`config.mk`:
```
export PLATFORM = sky130hd
export DESIGN_NAME = cw305_reg_bus_arbiter_flat
export DESIGN_NICKNAME = d
export VERILOG_FILES = /design/src/rtl/cw305_reg_bus_arbiter_if.sv /design/src/rtl/cw305_reg_bus_arbiter.sv /design/src/flat_wrapper.sv
export SDC_FILE = /design/constraint.sdc
export NUM_CORES = 1
export LEC_CHECK = 0
export ABC_AREA = 1
export CELL_PAD_IN_SITES_DETAIL_PLACEMENT = 1
export CELL_PAD_IN_SITES_GLOBAL_PLACEMENT = 1
export CORE_AREA = 4 4 124 126
export DETAILED_ROUTE_END_ITERATION = 8
export DIE_AREA = 0 0 128 130
export GPL_TIMING_DRIVEN = 0
export PLACE_DENSITY_LB_ADDON = 0.15
export SETUP_SLACK_MARGIN = 0.4
export SLEW_MARGIN = 20
export SYNTH_ARGS = -nofsm -noshare
export SYNTH_HDL_FRONTEND = slang
export SYNTH_SLANG_ARGS = --single-unit
```
`constraint.sdc`:
```
create_clock -name usb_clk -period 2.39 [get_ports usb_clk]
set_input_delay 0.5975 -clock usb_clk [delete_from_list [all_inputs] [get_ports usb_clk]]
set_output_delay 0.5975 -clock usb_clk [all_outputs]
set_load 0.02 [all_outputs]
```
`src/rtl/cw305_reg_bus_arbiter_if.sv`:
```
// Register bus bundle between the two requesters, the arbiter and the register file.
// The arbiter takes the slave view; the requesters and the register file together take the master view.
interface cw305_reg_bus_arbiter_if #(
  parameter int AW = 24,
  parameter int BW = 8
);
  logic          m0_addrvalid;
  logic [AW-1:0] m0_address;
  logic [BW-1:0] m0_bytecnt;
  logic [7:0]    m0_wdata;
  logic          m0_read;
  logic          m0_write;
  logic          m0_grant;
  logic [7:0]    m0_rdata;
  logic          m0_rvalid;

  logic          m1_addrvalid;
  logic [AW-1:0] m1_address;
  logic [BW-1:0] m1_bytecnt;
  logic [7:0]    m1_wdata;
  logic          m1_read;
  logic          m1_write;
  logic          m1_grant;
  logic [7:0]    m1_rdata;
  logic          m1_rvalid;

  logic [AW-1:0] reg_address;
  logic [BW-1:0] reg_bytecnt;
  logic [7:0]    write_data;
  logic          reg_read;
  logic          reg_write;
  logic          reg_addrvalid;
  logic [7:0]    read_data;

  modport slave (
    input  m0_addrvalid, m0_address, m0_bytecnt, m0_wdata, m0_read, m0_write,
    output m0_grant, m0_rdata, m0_rvalid,
    input  m1_addrvalid, m1_address, m1_bytecnt, m1_wdata, m1_read, m1_write,
    output m1_grant, m1_rdata, m1_rvalid,
    output reg_address, reg_bytecnt, write_data, reg_read, reg_write, reg_addrvalid,
    input  read_data
  );

  modport master (
    output m0_addrvalid, m0_address, m0_bytecnt, m0_wdata, m0_read, m0_write,
    input  m0_grant, m0_rdata, m0_rvalid,
    output m1_addrvalid, m1_address, m1_bytecnt, m1_wdata, m1_read, m1_write,
    input  m1_grant, m1_rdata, m1_rvalid,
    input  reg_address, reg_bytecnt, write_data, reg_read, reg_write, reg_addrvalid,
    output read_data
  );
endinterface

```
`src/rtl/cw305_reg_bus_arbiter.sv`:
```
// Round-robin, burst-locked arbiter sharing the register bus between the USB front end (m0)
// and the SimpleSerial2 bridge (m1), with tagged read return and an ownership watchdog.
//
// state   | meaning
// S_IDLE  | bus free, arbitrate between unblocked requesters
// S_OWN0  | m0 owns the bus, its inputs are registered onto the bus
// S_OWN1  | m1 owns the bus, its inputs are registered onto the bus
// S_DRAIN | ownership released, waiting for in-flight reads to return
module cw305_reg_bus_arbiter #(
  parameter int pBYTECNT_SIZE = 8,
  parameter int pADDR_WIDTH   = 32,
  parameter int pREAD_LAT     = 2,
  parameter int pTIMEOUT      = 1024
) (
  input  logic usb_clk,
  input  logic resetn,
  cw305_reg_bus_arbiter_if.slave bus,
  input  logic err_clr,
  output logic timeout_err,
  output logic owner
);

  localparam int          AW         = pADDR_WIDTH - pBYTECNT_SIZE;
  localparam logic [15:0] LP_TIMEOUT = 16'(pTIMEOUT);

  typedef enum logic [1:0] {S_IDLE, S_OWN0, S_OWN1, S_DRAIN} state_t;

  state_t                   r_state;
  logic                     r_last;
  logic                     r_owner;
  logic                     r_grant0, r_grant1;
  logic                     r_block0, r_block1;
  logic                     r_timeout_err;
  logic [15:0]              r_wd_cnt;
  logic [AW-1:0]            r_reg_address;
  logic [pBYTECNT_SIZE-1:0] r_reg_bytecnt;
  logic [7:0]               r_write_data;
  logic                     r_reg_read, r_reg_write, r_reg_addrvalid;
  logic                     r_reg_tag;
  logic [pREAD_LAT-1:0]     r_pipe_v;
  logic [pREAD_LAT-1:0]     r_pipe_tag;
  logic [7:0]               r_m0_rdata, r_m1_rdata;
  logic                     r_m0_rvalid, r_m1_rvalid;

  logic                     w_req0, w_req1, w_pick1, w_own1;
  logic                     w_av, w_rd, w_wr, w_strobe, w_fire, w_inflight;
  logic [AW-1:0]            w_addr;
  logic [pBYTECNT_SIZE-1:0] w_bc;
  logic [7:0]               w_wd;
  logic [15:0]              w_cnt_nxt;

  assign w_req0  = bus.m0_addrvalid & ~r_block0;
  assign w_req1  = bus.m1_addrvalid & ~r_block1;
  // On a tie the requester that was not granted last time wins.
  assign w_pick1 = w_req1 & (~w_req0 | ~r_last);

  assign w_own1   = (r_state == S_OWN1);
  assign w_av     = w_own1 ? bus.m1_addrvalid : bus.m0_addrvalid;
  assign w_rd     = w_own1 ? bus.m1_read      : bus.m0_read;
  assign w_wr     = w_own1 ? bus.m1_write     : bus.m0_write;
  assign w_addr   = w_own1 ? bus.m1_address   : bus.m0_address;
  assign w_bc     = w_own1 ? bus.m1_bytecnt   : bus.m0_bytecnt;
  assign w_wd     = w_own1 ? bus.m1_wdata     : bus.m0_wdata;
  assign w_strobe = w_rd | w_wr;

  assign w_cnt_nxt = (r_wd_cnt == 16'hFFFF) ? r_wd_cnt : r_wd_cnt + 16'd1;
  assign w_fire    = (pTIMEOUT != 0) && (w_cnt_nxt >= LP_TIMEOUT);

  // The last pipe stage is consumed on this edge, so it no longer counts as in flight.
  always_comb begin
    w_inflight = r_reg_read;
    for (int i = 0; i < pREAD_LAT - 1; i++) w_inflight = w_inflight | r_pipe_v[i];
  end

  always_ff @(posedge usb_clk) begin
    if (!resetn) begin
      r_state         <= S_IDLE;
      r_last          <= 1'b1;
      r_owner         <= 1'b0;
      r_grant0        <= 1'b0;
      r_grant1        <= 1'b0;
      r_block0        <= 1'b0;
      r_block1        <= 1'b0;
      r_timeout_err   <= 1'b0;
      r_wd_cnt        <= '0;
      r_reg_address   <= '0;
      r_reg_bytecnt   <= '0;
      r_write_data    <= '0;
      r_reg_read      <= 1'b0;
      r_reg_write     <= 1'b0;
      r_reg_addrvalid <= 1'b0;
      r_reg_tag       <= 1'b0;
      r_pipe_v        <= '0;
      r_pipe_tag      <= '0;
      r_m0_rdata      <= '0;
      r_m1_rdata      <= '0;
      r_m0_rvalid     <= 1'b0;
      r_m1_rvalid     <= 1'b0;
    end else begin
      r_m0_rvalid     <= 1'b0;
      r_m1_rvalid     <= 1'b0;
      r_reg_read      <= 1'b0;
      r_reg_write     <= 1'b0;
      r_reg_addrvalid <= 1'b0;

      r_pipe_v[0]   <= r_reg_read;
      r_pipe_tag[0] <= r_reg_tag;
      for (int i = 1; i < pREAD_LAT; i++) begin
        r_pipe_v[i]   <= r_pipe_v[i-1];
        r_pipe_tag[i] <= r_pipe_tag[i-1];
      end

      if (r_pipe_v[pREAD_LAT-1]) begin
        if (r_pipe_tag[pREAD_LAT-1]) begin
          r_m1_rdata  <= bus.read_data;
          r_m1_rvalid <= 1'b1;
        end else begin
          r_m0_rdata  <= bus.read_data;
          r_m0_rvalid <= 1'b1;
        end
      end

      if (!bus.m0_addrvalid) r_block0 <= 1'b0;
      if (!bus.m1_addrvalid) r_block1 <= 1'b0;
      if (err_clr) r_timeout_err <= 1'b0;

      case (r_state)
        S_IDLE: begin
          r_wd_cnt <= '0;
          if (w_req0 | w_req1) begin
            r_owner  <= w_pick1;
            r_last   <= w_pick1;
            r_grant0 <= ~w_pick1;
            r_grant1 <= w_pick1;
            r_state  <= w_pick1 ? S_OWN1 : S_OWN0;
          end
        end
        S_OWN0, S_OWN1: begin
          r_reg_address   <= w_addr;
          r_reg_bytecnt   <= w_bc;
          r_write_data    <= w_wd;
          r_reg_read      <= w_rd & ~w_wr;
          r_reg_write     <= w_wr;
          r_reg_addrvalid <= w_av;
          r_reg_tag       <= w_own1;
          if (!w_av) begin
            r_state  <= S_DRAIN;
            r_grant0 <= 1'b0;
            r_grant1 <= 1'b0;
            r_wd_cnt <= '0;
          end else if (w_strobe) begin
            r_wd_cnt <= '0;
          end else if (w_fire) begin
            r_state         <= S_DRAIN;
            r_grant0        <= 1'b0;
            r_grant1        <= 1'b0;
            r_wd_cnt        <= '0;
            r_reg_addrvalid <= 1'b0;
            r_timeout_err   <= 1'b1;
            if (w_own1) r_block1 <= 1'b1;
            else        r_block0 <= 1'b1;
          end else begin
            r_wd_cnt <= w_cnt_nxt;
          end
        end
        S_DRAIN: begin
          if (!w_inflight) r_state <= S_IDLE;
        end
        default: r_state <= S_IDLE;
      endcase
    end
  end

  assign bus.m0_grant      = r_grant0;
  assign bus.m1_grant      = r_grant1;
  assign bus.m0_rdata      = r_m0_rdata;
  assign bus.m1_rdata      = r_m1_rdata;
  assign bus.m0_rvalid     = r_m0_rvalid;
  assign bus.m1_rvalid     = r_m1_rvalid;
  assign bus.reg_address   = r_reg_address;
  assign bus.reg_bytecnt   = r_reg_bytecnt;
  assign bus.write_data    = r_write_data;
  assign bus.reg_read      = r_reg_read;
  assign bus.reg_write     = r_reg_write;
  assign bus.reg_addrvalid = r_reg_addrvalid;
  assign timeout_err       = r_timeout_err;
  assign owner             = r_owner;

endmodule

```
`src/flat_wrapper.sv`:
```
// flat-port wrapper written by rule: the top's interface ports become plain ports
module cw305_reg_bus_arbiter_flat 
#(
  parameter int pBYTECNT_SIZE = 8,
  parameter int pADDR_WIDTH   = 32,
  parameter int pREAD_LAT     = 2,
  parameter int pTIMEOUT      = 1024
)
  (usb_clk, resetn, err_clr, timeout_err, owner, bus_m0_addrvalid, bus_m0_address, bus_m0_bytecnt, bus_m0_wdata, bus_m0_read, bus_m0_write, bus_m0_grant, bus_m0_rdata, bus_m0_rvalid, bus_m1_addrvalid, bus_m1_address, bus_m1_bytecnt, bus_m1_wdata, bus_m1_read, bus_m1_write, bus_m1_grant, bus_m1_rdata, bus_m1_rvalid, bus_reg_address, bus_reg_bytecnt, bus_write_data, bus_reg_read, bus_reg_write, bus_reg_addrvalid, bus_read_data);
  cw305_reg_bus_arbiter_if #(.AW((24)), .BW(8)) bus_i ();
  input  logic usb_clk;
  input  logic resetn;
  input  logic err_clr;
  output logic timeout_err;
  output logic owner;
  input wire logic [$bits(bus_i.m0_addrvalid)-1:0] bus_m0_addrvalid;
  input wire logic [$bits(bus_i.m0_address)-1:0] bus_m0_address;
  input wire logic [$bits(bus_i.m0_bytecnt)-1:0] bus_m0_bytecnt;
  input wire logic [$bits(bus_i.m0_wdata)-1:0] bus_m0_wdata;
  input wire logic [$bits(bus_i.m0_read)-1:0] bus_m0_read;
  input wire logic [$bits(bus_i.m0_write)-1:0] bus_m0_write;
  output wire logic [$bits(bus_i.m0_grant)-1:0] bus_m0_grant;
  output wire logic [$bits(bus_i.m0_rdata)-1:0] bus_m0_rdata;
  output wire logic [$bits(bus_i.m0_rvalid)-1:0] bus_m0_rvalid;
  input wire logic [$bits(bus_i.m1_addrvalid)-1:0] bus_m1_addrvalid;
  input wire logic [$bits(bus_i.m1_address)-1:0] bus_m1_address;
  input wire logic [$bits(bus_i.m1_bytecnt)-1:0] bus_m1_bytecnt;
  input wire logic [$bits(bus_i.m1_wdata)-1:0] bus_m1_wdata;
  input wire logic [$bits(bus_i.m1_read)-1:0] bus_m1_read;
  input wire logic [$bits(bus_i.m1_write)-1:0] bus_m1_write;
  output wire logic [$bits(bus_i.m1_grant)-1:0] bus_m1_grant;
  output wire logic [$bits(bus_i.m1_rdata)-1:0] bus_m1_rdata;
  output wire logic [$bits(bus_i.m1_rvalid)-1:0] bus_m1_rvalid;
  output wire logic [$bits(bus_i.reg_address)-1:0] bus_reg_address;
  output wire logic [$bits(bus_i.reg_bytecnt)-1:0] bus_reg_bytecnt;
  output wire logic [$bits(bus_i.write_data)-1:0] bus_write_data;
  output wire logic [$bits(bus_i.reg_read)-1:0] bus_reg_read;
  output wire logic [$bits(bus_i.reg_write)-1:0] bus_reg_write;
  output wire logic [$bits(bus_i.reg_addrvalid)-1:0] bus_reg_addrvalid;
  input wire logic [$bits(bus_i.read_data)-1:0] bus_read_data;
  assign bus_i.m0_addrvalid = bus_m0_addrvalid;
  assign bus_i.m0_address = bus_m0_address;
  assign bus_i.m0_bytecnt = bus_m0_bytecnt;
  assign bus_i.m0_wdata = bus_m0_wdata;
  assign bus_i.m0_read = bus_m0_read;
  assign bus_i.m0_write = bus_m0_write;
  assign bus_m0_grant = bus_i.m0_grant;
  assign bus_m0_rdata = bus_i.m0_rdata;
  assign bus_m0_rvalid = bus_i.m0_rvalid;
  assign bus_i.m1_addrvalid = bus_m1_addrvalid;
  assign bus_i.m1_address = bus_m1_address;
  assign bus_i.m1_bytecnt = bus_m1_bytecnt;
  assign bus_i.m1_wdata = bus_m1_wdata;
  assign bus_i.m1_read = bus_m1_read;
  assign bus_i.m1_write = bus_m1_write;
  assign bus_m1_grant = bus_i.m1_grant;
  assign bus_m1_rdata = bus_i.m1_rdata;
  assign bus_m1_rvalid = bus_i.m1_rvalid;
  assign bus_reg_address = bus_i.reg_address;
  assign bus_reg_bytecnt = bus_i.reg_bytecnt;
  assign bus_write_data = bus_i.write_data;
  assign bus_reg_read = bus_i.reg_read;
  assign bus_reg_write = bus_i.reg_write;
  assign bus_reg_addrvalid = bus_i.reg_addrvalid;
  assign bus_i.read_data = bus_read_data;
  cw305_reg_bus_arbiter #(.pBYTECNT_SIZE(pBYTECNT_SIZE), .pADDR_WIDTH(pADDR_WIDTH), .pREAD_LAT(pREAD_LAT), .pTIMEOUT(pTIMEOUT)) u_core (.usb_clk(usb_clk), .resetn(resetn), .bus(bus_i), .err_clr(err_clr), .timeout_err(timeout_err), .owner(owner));
endmodule
```
==> results.toml <==
[cts]
h-tree-depth = 3
hold_buffers = 0
cts_tree = "built"
clk_path_buf_depth = 2
cts_buffers = 9
clkTransAtPathRegs_ns = 0.07
cts.sinks = 91
cts_root_buf = "clkbuf_16"
clock_latency_ns = 0.35

[worst_setup_path]
path_buf_inv = 1
critPathArrivalTime_ns = 1.33
crit_chain = "clkdlybuf4s50_1"
r2r-end = "u_core.r_wd_cnt[3]"
rr_worst_depth = 9
path_max_fanout = 2
r2r-start = "u_core.r_state[0]"
cpMaxStageDelayCell = "clkdlybuf4s50_1"
reg2reg_slack_ns = 0.53
critPathMaxStageDelay_ns = 0.65
critical_path_class = "reg2out"
cp.required_ns = 1.79
critPathLaunchType = "register"
critical_path.top_delay_family = "buffers and inverters"
crit_path_start = "u_core.bus.reg_address[7]"
cp-end-kind = "output pin"

[synthesis]
ys_warn_count = 0
synthMuxAreaShare_pct = 0.236
synth_cell_types = 31
syn_area_um2 = 4240
synth_simple_gate_area_share_pct = 37.9
synth.avg_cell_area_um2 = 6.81
synthAdderAreaFrac_pct = 1.77
synth_top_family_by_area = "simple AND/OR/NAND/NOR gates"
syn-num-nets = 726
synth-compound-area-share_pct = 5.90
syn_inst = 623
ys_seq_elements = 91
synth-xor-area-share_pct = 1.03
seq_area_frac_synth_pct = 42.9

[layout]
antennaDiodeCount = 0
nets = 900
area_growth_pct = 53.1
drive_gt1_share_pct = 7.11

[global_routing]
grt_usage_pct = 17.8
grt-ovfl-total = 0
grt_max_degree = 16
grt_pass1_vias = 4944
grt_antenna_before_repair = 0
grt_pass1_wl_um = 24000

[route]
drtAntennaViolNets = 0
viasPerCell = 4.74
wire_per_inst_um = 15.1
first_iter_violations = 165
drc_errors = 0
vias = 4676
drt-total-wl_um = 14900
drtPass1Iterations = 4

[pwr]
power_density_nw_per_um2 = 1140
leakage_nw = 2.94
irDropWorstVdd_uv = 484
power_mw = 7.40

[placed_design]
gp_congestion = 0.811
dpl.hpwl_um = 11700
io_buffers = 161

[timing]
fmax_mhz = 517
finalCriticalPeriod_ns = 1.93
post-route-period-util_pct = 80.9
hold_viol_final = 0
tns_ns = 0
clock_skew_ns = 0.00943
max_slew_margin_pct = 63.5
maxSlewViolCount = 0
tightestPinTransition_ns = 0.545
rsz0062_at_grt = "yes"
setup_violations = 0

[worst_hold_path]
min_from = "u_core.r_pipe_tag[0]"
hold-path-cell-count = 2
min_path_type = "reg2reg"
holdPathEnd = "u_core.r_pipe_tag[1]"

[outcome]
status = "completed"

[floorplanning]
start_util_pct = 29.6
rows = 44
die_h_um = 130
die_area_um2 = 16600
core_um2 = 14300
die_x_um = 128
io_pins = 162

[flow_run]
drv_cap = 0
cells by family (layout without fill, tap and decap cells):
family	after synthesis	count (layout)
AO/OA/AOI/OAI	47	47
XOR/XNOR	5	5
adder cells (fa/ha/maj)	6	6
buffers and inverters	114	293
flip-flops	91	91
multiplexers	1	1
AND/OR/NAND/NOR	359	359
repair_timing:
action,in CTS,in global routing
resized for setup,12,28
pin swaps,1,0
endpoints found under the setup margin,64,58
setup buffers,1,1
cells in the mapped netlist:
cell type / instances / share of area [%]
xnor2_1: 1 / 0.21
inv_2: 1 / 0.088
nor2_2: 2 / 0.29
o22ai_1: 8 / 1.2
mux2i_1: 1 / 0.24
nand3b_1: 1 / 0.18
dfxtp_1: 91 / 43
nand4_2: 1 / 0.29
xor2_1: 4 / 0.83
a21boi_1: 1 / 0.18
nor2_1: 65 / 5.8
buf_1: 11 / 0.97
buf_2: 1 / 0.12
nor3_2: 1 / 0.24
o211ai_1: 1 / 0.18
nor2_4: 4 / 1.1
nand2_1: 137 / 12
nand2_4: 1 / 0.27
clkbuf_1: 19 / 1.7
nand3_2: 2 / 0.47
nand2_2: 2 / 0.29
nand4_1: 2 / 0.29
inv_1: 79 / 7.0
o21ai_0: 21 / 2.5
o21ai_1: 6 / 0.71
ha_1: 6 / 1.8
nand3_1: 136 / 16
clkinv_1: 2 / 0.18
nor3_1: 5 / 0.59
a21oi_1: 10 / 1.2
buf_4: 1 / 0.18
worst max path at each step:
stage,end,depth (start not counted)
2_1_floorplan,u_core.bus.reg_address[10],9
3_3_place_gp,u_core.r_pipe_v[1],5
3_5_place_dp,u_core.bus.reg_address[20],9
4_1_cts,u_core.bus.write_data[4],9
5_1_grt,u_core.r_wd_cnt[3],9
6_report,bus_reg_address[7],1
placed cells by master, fill, tap and decap left out, drive strengths merged:
cell           instances
nand3b                 1
inv                   81
dlymetal6s2s           3
o22ai                  8
a21oi                 10
ha                     6
clkbuf                29
o21ai                 27
nor2                  71
mux2i                  1
buf                   15
clkdlybuf4s50        158
dfxtp                 91
clkinv                 4
o211ai                 1
nor3                   6
bufinv                 2
xnor2                  1
nand4                  3
xor2                   4
nand2                140
a21boi                 1
clkinvlp               1
nand3                138
state kept, by name, indices dropped and copies added, names as in the netlist, 2 cells and up:
signal                  cells
u_core.bus.reg_address     24
u_core.r_wd_cnt            16
u_core.bus.m0_rdata         8
u_core.bus.m1_rdata         8
u_core.bus.reg_bytecnt      8
u_core.bus.write_data       8
u_core.r_pipe_tag           2
u_core.r_pipe_v             2
u_core.r_state              2
where the power goes:
group          switching, mW  total (mW)  internal (mW)
Sequential             0.197        2.07           1.87
Clock                  0.627        1.55          0.919
Combinational           2.32        3.78           1.46
metrics by stage:
stage	setup slack, ns	utilization, %	instances	cell area (µm²)	hold WS, ns
finish	0.458	45.4	986	6490	0.426
global route	0.391	45.4	986	6490	0.452
CTS	0.401	44.9	985	6430	0.432
detailed placement	-0.0842	42.5	968	6080	0.423
global placement	-0.0334	42.5	968	6080	0.418
floorplan	0.626	-	623	4240	0.390
area by class of cell:
class / count / area (µm²)
Sequential cell: 91 / 1830
Inverter: 82 / 308
Buffer: 32 / 156
Timing Repair Buffer: 163 / 1630
Tap cell: 184 / 230
Fill cell: 1801 / 7820
Clock buffer: 10 / 229
Clock inverter: 6 / 90.1
Multi-Input combinational cell: 418 / 2020
metal layers:
layer	global-route usage, %	vias to the layer above	routed length, µm
li1	-	2333	-
met1	20.6	2198	6290
met2	30.7	121	7200
met3	5.81	24	1020
met4	6.80	0	345
met5	0	-	0
Power figures use the tool's default switching activity.
